### config.mk
export PLATFORM = sky130hd
export DESIGN_NAME = wbu_ctrl_flat
export DESIGN_NICKNAME = d
export VERILOG_FILES = /design/src/rtl/wbu_ctrl_if.sv /design/src/rtl/wbu_ctrl.sv /design/src/flat_wrapper.sv
export SDC_FILE = /design/constraint.sdc
export NUM_CORES = 1
export LEC_CHECK = 0
export ABC_AREA = 1
export BUFFER_PORTS_ARGS = -buffer_cell sky130_fd_sc_hd__buf_2
export CAP_MARGIN = 20
export CORE_ASPECT_RATIO = 1.25
export CORE_MARGIN = 10
export CORE_UTILIZATION = 30
export DETAILED_ROUTE_END_ITERATION = 10
export GPL_TIMING_DRIVEN = 1
export PLACE_DENSITY = 0.54
export SETUP_SLACK_MARGIN = 0.3
export SYNTH_ARGS = -nofsm -noshare
export SYNTH_HDL_FRONTEND = slang
export SYNTH_SLANG_ARGS = --single-unit
### constraint.sdc
create_clock -name clk -period 1.5 [get_ports clk]
set_input_delay 0.3 -clock clk [delete_from_list [all_inputs] [get_ports clk]]
set_output_delay 0.3 -clock clk [all_outputs]
set_load 0.05 [all_outputs]
### src/rtl/wbu_ctrl_if.sv
// EXU -> WBU retire handshake: one instruction offered per valid/ready transfer.
interface wbu_ctrl_if #(
    parameter int DATA_W = 32,
    parameter int REG_AW = 5
);
    logic              valid;
    logic              ready;
    logic [DATA_W-1:0] pc;
    logic [REG_AW-1:0] rd;
    logic              wen;
    logic              wsel;
    logic [DATA_W-1:0] alu_result;

    modport master (
        output valid, pc, rd, wen, wsel, alu_result,
        input  ready
    );

    modport slave (
        input  valid, pc, rd, wen, wsel, alu_result,
        output ready
    );
endinterface

### src/rtl/wbu_ctrl.sv
// Writeback sequencer: latches a retiring instruction, waits for load data,
// then issues one register-file write and a commit pulse.
module wbu_ctrl #(
    parameter int DATA_W      = 32,
    parameter int REG_AW      = 5,
    parameter int MEM_TIMEOUT = 255
) (
    input  logic              clk,
    input  logic              rst,
    wbu_ctrl_if.slave         exu,
    input  logic              mem_rvalid_i,
    input  logic [DATA_W-1:0] mem_rdata_i,
    output logic              mem_rready_o,
    output logic              wsel_o,
    output logic [DATA_W-1:0] alu_result_o,
    output logic [DATA_W-1:0] mem_result_o,
    output logic              wena_o,
    output logic [REG_AW-1:0] waddr_o,
    output logic              commit_valid_o,
    output logic [DATA_W-1:0] commit_pc_o,
    output logic              timeout_o
);
    typedef enum logic [1:0] {IDLE, WAIT_MEM, WRITE, ERROR} state_t;

    localparam logic [7:0] TO_LAST = 8'(MEM_TIMEOUT - 1);

    state_t            state_reg;
    logic              ready_reg;
    logic              mem_rready_reg;
    logic              wena_reg;
    logic              commit_valid_reg;
    logic              wsel_reg;
    logic              wen_eff_reg;
    logic [DATA_W-1:0] alu_result_reg;
    logic [DATA_W-1:0] mem_result_reg;
    logic [REG_AW-1:0] waddr_reg;
    logic [DATA_W-1:0] commit_pc_reg;
    logic              timeout_reg;
    logic [7:0]        cnt_reg;

    // Handshake and outputs are flops updated together with the state.
    always_ff @(posedge clk or negedge rst) begin
        if (!rst) begin
            state_reg        <= IDLE;
            ready_reg        <= 1'b1;
            mem_rready_reg   <= 1'b0;
            wena_reg         <= 1'b0;
            commit_valid_reg <= 1'b0;
            wsel_reg         <= 1'b0;
            wen_eff_reg      <= 1'b0;
            alu_result_reg   <= '0;
            mem_result_reg   <= '0;
            waddr_reg        <= '0;
            commit_pc_reg    <= '0;
            timeout_reg      <= 1'b0;
            cnt_reg          <= '0;
        end else begin
            case (state_reg)
                IDLE: begin
                    if (exu.valid) begin
                        commit_pc_reg  <= exu.pc;
                        waddr_reg      <= exu.rd;
                        wen_eff_reg    <= exu.wen && (exu.rd != '0);
                        wsel_reg       <= exu.wsel;
                        alu_result_reg <= exu.alu_result;
                        ready_reg      <= 1'b0;
                        cnt_reg        <= '0;
                        if (!exu.wsel) begin
                            state_reg        <= WRITE;
                            wena_reg         <= exu.wen && (exu.rd != '0);
                            commit_valid_reg <= 1'b1;
                        end else begin
                            state_reg      <= WAIT_MEM;
                            mem_rready_reg <= 1'b1;
                        end
                    end
                end
                WAIT_MEM: begin
                    // A response on the last allowed cycle still wins over the timeout.
                    if (mem_rvalid_i) begin
                        mem_result_reg   <= mem_rdata_i;
                        cnt_reg          <= '0;
                        mem_rready_reg   <= 1'b0;
                        wena_reg         <= wen_eff_reg;
                        commit_valid_reg <= 1'b1;
                        state_reg        <= WRITE;
                    end else if (cnt_reg == TO_LAST) begin
                        timeout_reg    <= 1'b1;
                        mem_rready_reg <= 1'b0;
                        state_reg      <= ERROR;
                    end else begin
                        cnt_reg <= cnt_reg + 8'd1;
                    end
                end
                WRITE: begin
                    wena_reg         <= 1'b0;
                    commit_valid_reg <= 1'b0;
                    ready_reg        <= 1'b1;
                    state_reg        <= IDLE;
                end
                ERROR: begin
                    state_reg <= ERROR;
                end
                default: begin
                    state_reg        <= IDLE;
                    ready_reg        <= 1'b1;
                    mem_rready_reg   <= 1'b0;
                    wena_reg         <= 1'b0;
                    commit_valid_reg <= 1'b0;
                end
            endcase
        end
    end

    assign exu.ready      = ready_reg;
    assign mem_rready_o   = mem_rready_reg;
    assign wsel_o         = wsel_reg;
    assign alu_result_o   = alu_result_reg;
    assign mem_result_o   = mem_result_reg;
    assign wena_o         = wena_reg;
    assign waddr_o        = waddr_reg;
    assign commit_valid_o = commit_valid_reg;
    assign commit_pc_o    = commit_pc_reg;
    assign timeout_o      = timeout_reg;
endmodule

### src/flat_wrapper.sv
// flat-port wrapper written by rule: the top's interface ports become plain ports
module wbu_ctrl_flat 
#(
    parameter int DATA_W      = 32,
    parameter int REG_AW      = 5,
    parameter int MEM_TIMEOUT = 255
)
  (clk, rst, mem_rvalid_i, mem_rdata_i, mem_rready_o, wsel_o, alu_result_o, mem_result_o, wena_o, waddr_o, commit_valid_o, commit_pc_o, timeout_o, exu_valid, exu_pc, exu_rd, exu_wen, exu_wsel, exu_alu_result, exu_ready);
  wbu_ctrl_if #(.DATA_W(DATA_W), .REG_AW(REG_AW)) exu_i ();
  input  logic clk;
  input  logic rst;
  input  logic mem_rvalid_i;
  input  logic [DATA_W-1:0] mem_rdata_i;
  output logic mem_rready_o;
  output logic wsel_o;
  output logic [DATA_W-1:0] alu_result_o;
  output logic [DATA_W-1:0] mem_result_o;
  output logic wena_o;
  output logic [REG_AW-1:0] waddr_o;
  output logic commit_valid_o;
  output logic [DATA_W-1:0] commit_pc_o;
  output logic timeout_o;
  input wire logic [$bits(exu_i.valid)-1:0] exu_valid;
  input wire logic [$bits(exu_i.pc)-1:0] exu_pc;
  input wire logic [$bits(exu_i.rd)-1:0] exu_rd;
  input wire logic [$bits(exu_i.wen)-1:0] exu_wen;
  input wire logic [$bits(exu_i.wsel)-1:0] exu_wsel;
  input wire logic [$bits(exu_i.alu_result)-1:0] exu_alu_result;
  output wire logic [$bits(exu_i.ready)-1:0] exu_ready;
  assign exu_i.valid = exu_valid;
  assign exu_i.pc = exu_pc;
  assign exu_i.rd = exu_rd;
  assign exu_i.wen = exu_wen;
  assign exu_i.wsel = exu_wsel;
  assign exu_i.alu_result = exu_alu_result;
  assign exu_ready = exu_i.ready;
  wbu_ctrl #(.DATA_W(DATA_W), .REG_AW(REG_AW), .MEM_TIMEOUT(MEM_TIMEOUT)) u_core (.clk(clk), .rst(rst), .exu(exu_i), .mem_rvalid_i(mem_rvalid_i), .mem_rdata_i(mem_rdata_i), .mem_rready_o(mem_rready_o), .wsel_o(wsel_o), .alu_result_o(alu_result_o), .mem_result_o(mem_result_o), .wena_o(wena_o), .waddr_o(waddr_o), .commit_valid_o(commit_valid_o), .commit_pc_o(commit_pc_o), .timeout_o(timeout_o));
endmodule
# Word level (Yosys, flattened, before mapping)
# Cells that the tools add are included.
# Widths: inputs -> output; s select.
[op_classes] mux=24 div=0 bitwise=1 shifts=0 order_cmp=0 reduce_logical=14 n_eq_ne=10 n_mul=0 n_addsub=1
[ops] cell="$mux 8" count=3
[ops] cell="$pmux 8 s2" count=1
[ops] cell="$mux 1" count=11
[ops] cell="$add 8x1->8 const B" count=1
[ops] cell="$eq 8x8->1 const B" count=1
[ops] cell="$mux 2" count=4
[ops] cell="$ne 2x2->1 const B" count=4
[ops] cell="$pmux 2 s4" count=1
[ops] cell="$reduce_and 2->1" count=4
[ops] cell="$reduce_and 4->1" count=2
[ops] cell="$pmux 1 s3" count=2
[ops] cell="$reduce_and 3->1" count=2
[ops] cell="$reduce_bool 5->1" count=1
[ops] cell="$eq 2x2->1 const B" count=2
[ops] cell="$pmux 1 s2" count=2
[ops] cell="$reduce_bool 2->1" count=2
[ops] cell="$ne 3x2->1 const B" count=1
[ops] cell="$ne 3x3->1 const B" count=1
[ops] cell="$reduce_bool 3->1" count=1
[ops] cell="$eq 2x1->1 const B" count=1
[ops] cell="$logic_not 2->1" count=1
[ops] cell="$logic_and 1x1->1" count=1
[ops] cell="$not 1->1" count=1
[totals] rom_bits=0 out_inout_bits=107 register_bits=118 ram_bits=0 mem_count=0 latchBits=0

# Logic depth before layout (Yosys ltp)
[depth] word_depth=5 mapped_depth=9 mapped_depth_nobuf=9

# Least setup slack after synthesis
# No wires, ideal clock.
[synth_timing] path_kind="reg2reg" start="register u_core.state_reg[1]" end="register u_core.mem_result_reg[10], in the netlist u_core.mem_result_o[10]" setup_ps=125 path_buffers=1 stages_incl_launch_ff=6 t_arrival_ps=1275 path_slack_ps=100 path_cell_list="dfrtp_1 inv_1 ha_1 nand2_2 buf_6 mux2_4"
[synth_between] elab_chain_cells=2
[synth_rtl] element="start: declaration" line_no="wbu_ctrl.sv:27" rtl="state_t state_reg;"
[synth_rtl] element="start signal: assignment" line_no="wbu_ctrl.sv:44" rtl="state_reg <= IDLE;"
[synth_rtl] element="start signal: assignment" line_no="wbu_ctrl.sv:69" rtl="state_reg <= WRITE;"
[synth_rtl] element="start signal: assignment" line_no="wbu_ctrl.sv:73" rtl="state_reg <= WAIT_MEM;"
[synth_rtl] element="$eq 2x1->1" line_no="wbu_ctrl.sv:58" rtl="case (state_reg)"
[synth_rtl] element="$reduce_and 2->1 (no source line)"
[synth_rtl] element="end signal: assignment" line_no="wbu_ctrl.sv:81" rtl="mem_result_reg <= mem_rdata_i;"
[synth_rtl] element="end: declaration" line_no="wbu_ctrl.sv:35" rtl="logic [DATA_W-1:0] mem_result_reg;"
# No other way between the ends.
# A chain may end at the register's enable or synchronous reset.

# Final worst setup path
[layout_timing] start="register u_core.state_reg[1]" end="register u_core.alu_result_reg[1], in the netlist u_core.alu_result_o[1]"
[layout_between] elab_chain_cells=2
[layout_rtl] element="$logic_not 2->1" line_no="wbu_ctrl.sv:58"
[layout_rtl] element="$reduce_and 2->1 (no source line)"
[layout_rtl] element="end signal: assignment" line_no="wbu_ctrl.sv:65" rtl="alu_result_reg <= exu.alu_result;"
[layout_rtl] element="end: declaration" line_no="wbu_ctrl.sv:34" rtl="logic [DATA_W-1:0] alu_result_reg;"
# No other way between the ends.

==> results_dict.tcl <==
set metrics [dict create \
    cts.htree.levels 4 \
    use_met1_pct 18.46 \
    final_cell_mix "151 x nand2_1, 115 x dfrtp_1, 113 x buf_6, 105 x buf_2, 90 x buf_4" \
    path_class "reg -> reg" \
    final_common_cell "nand2_1" \
    syn_to_final_growth_pct 89.48 \
    core_area_sq_um 16140 \
    arrival_ps 1750 \
    p_sw_share_pct 45.51 \
    drtPass1Iterations 4 \
    place_area_sq_um 6391 \
    power_density_nw_per_um2 2715 \
    numPortBuffers 213 \
    initialDrtViolationCount 186 \
    row_count 52 \
    synth_warnings 0 \
    cts_tree "yes" \
    die_x_microns 134.6 \
    clkTransAtPathRegs_ps 50 \
    fin_area_sq_um 9334 \
    clock_path_buffers 2 \
    grt.overflow.total 0 \
    vias 4794 \
    seqPwrFrac_pct 22.8 \
    grt_usage_pct 16.32 \
    start_util_pct 30.53 \
    synth.distinct_cells 28 \
    outcome "completed" \
    setup_slack_ps 51.68 \
    setup_viol 0 \
    rsz0062_at_grt "yes" \
    tns_ps 0 \
    reg2reg_slack_ps 50 \
    critPathMaxFanout 8 \
    cts-buffers-inserted 17 \
    grt-busiest-layer "met2" \
    crit_required_ps 1800 \
    synth.avg_cell_area_sq_um 10.05 \
    route.detailed.drc 0 \
    finalCritPeriodShare_pct 96.55 \
    drt-total-wl_mm 19.22 \
    worst_pin_slew_ps 398.0 \
    fin_crit_ps 1448 \
    synth_area_sq_um 4926 \
    fmax_mhz 690.5 \
    power_leakage_nw 5.044 \
    place_congestion 0.7828 \
    whs_ps 86.49 \
    grt_pass1_wl_mm 27.62 \
    place_hpwl_mm 11.41 \
    clockRootBuffer "clkbuf_16" \
    finalHoldViolCount 0 \
    rr_startpoint "u_core.state_reg[1]" \
    gr-usage-met2_pct 28.09 \
    synth_cells 490 \
    ys_ff_latch 118 \
    grt_start_max_net_pins 37 \
    relSlewSlack_pct 73.47 \
    hold_path.startpoint "exu_alu_result[17]" \
    ios 214 \
    clk_latency_ps 410 \
    cp-end-kind "flop" \
    final_antenna_net_count 0 \
    p_clk_share_pct 14.8 \
    hold_path.class "in -> reg" \
    cp-startpoint "u_core.state_reg[1]" \
    syn_nets 604 \
    die_y_microns 163.3 \
    fin_util_pct 57.85 \
    cts_sinks 118 \
    wl_per_cell_microns 18.10 \
    drive_above_1_share_pct 62.16 \
    antenna_found_initial 3 \
    cap_violations 0 \
    fin_worst_skew_ps 8.471 \
    final_nets 944 \
    p_int_mw 13.81 \
    startpoint_type "flop" \
    synth_seq_area_share_pct 59.97 \
    combPwrFrac_pct 62.4 \
    grt_pass1_vias 4963 \
    die_area_sq_um 21980 \
    ir_drop_mv 1.187 \
    slew_viol_final 0 \
    use_met3_pct 5.101 \
    vias_per_cell 4.514 \
    power.switching_mw 11.53 \
    dp_slack_ps 37.59 \
]
## Yosys cell counts (all sizes together)
cell | number | area share [%]
nand2 | 250 | 19
mux2 | 32 | 9.6
a22o | 1 | 0.18
o21ai | 11 | 1.3
dfstp | 1 | 0.53
nand4 | 3 | 0.38
dfrtp | 117 | 59
nor2 | 11 | 1.0
xor2 | 2 | 0.36
o21bai | 1 | 0.15
clkbuf | 2 | 0.15
buf | 16 | 2.4
inv | 22 | 1.7
ha | 7 | 1.8
a21oi | 2 | 0.20
nand3 | 10 | 1.1
nor2b | 1 | 0.13
a21o | 1 | 0.15
## logic make-up after synthesis
group	synth area share (%)
compound gates	1.956
xor+xnor	0.3557
fa+ha+maj	1.778
buf+inv	4.216
flops	59.97
mux	9.601
simple gates	22.12
## path summary, 6_finish.rpt
| check | end | cells after the start |
|---|---|---|
| max in group asynchronous | u_core.commit_pc_o[2] | 3 |
| max reg2reg | u_core.alu_result_o[1] | 9 |
| min in group asynchronous | u_core.cnt_reg[6] | 2 |
| min | u_core.alu_result_o[17] | 3 |
| min reg2reg | u_core.timeout_o | 2 |
| max | u_core.alu_result_o[1] | 9 |
## metal layers
| metal | up-vias | part of all wire (%) | wire (microns) |
|---|---|---|---|
| li1 | 2220 | - | - |
| met1 | 2381 | 39 | 7513 |
| met2 | 168 | 53 | 10280 |
| met3 | 25 | 5.8 | 1119 |
| met4 | 0 | 1.6 | 310 |
| met5 | - | 0 | 0 |
## metrics by stage
step,std cells,power [mW]
detailed placement,912,15.85
global placement,912,15.64
global route,1062,26.52
finish,1062,25.34
CTS,1010,23.67
floorplan,490,13.23
## repair_timing
item,CTS,global route
cloned,11,4
endpoints found under the hold margin,19,0
hold buffers,1,0
resized for setup,265,121
pin swaps,11,21
endpoints found under the setup margin,223,224
setup buffers,54,45
## power groups by stage
stage	Sequential, mW	Combinational, mW	Clock (mW)
floorplan	10.3	2.92	0
global placement	5.41	10.2	0
detailed placement	5.45	10.4	0
CTS	5.71	14.1	3.84
global route	5.91	16.6	4.01
finish	5.77	15.8	3.75
## worst max-delay path: stages, from the launching register on
cell and delay, ps:
dfrtp_1 360, inv_2 60, buf_6 110, ha_4 190, nand2_8 150, inv_16 70, buf_12 130, buf_16 140
nand2_1 60, nand2_1 50
## area by class of cell
cell class,instances,area (sq um)
antenna,3,7.507
clock buffer,19,432.9
clock inverter,13,108.9
fill,1364,6802
inverter,22,103.9
multi-input combinational,333,2300
sequential,118,2957
tap,216,270.3
timing repair buffer,338,3154
(Power assumes the default switching activity.)
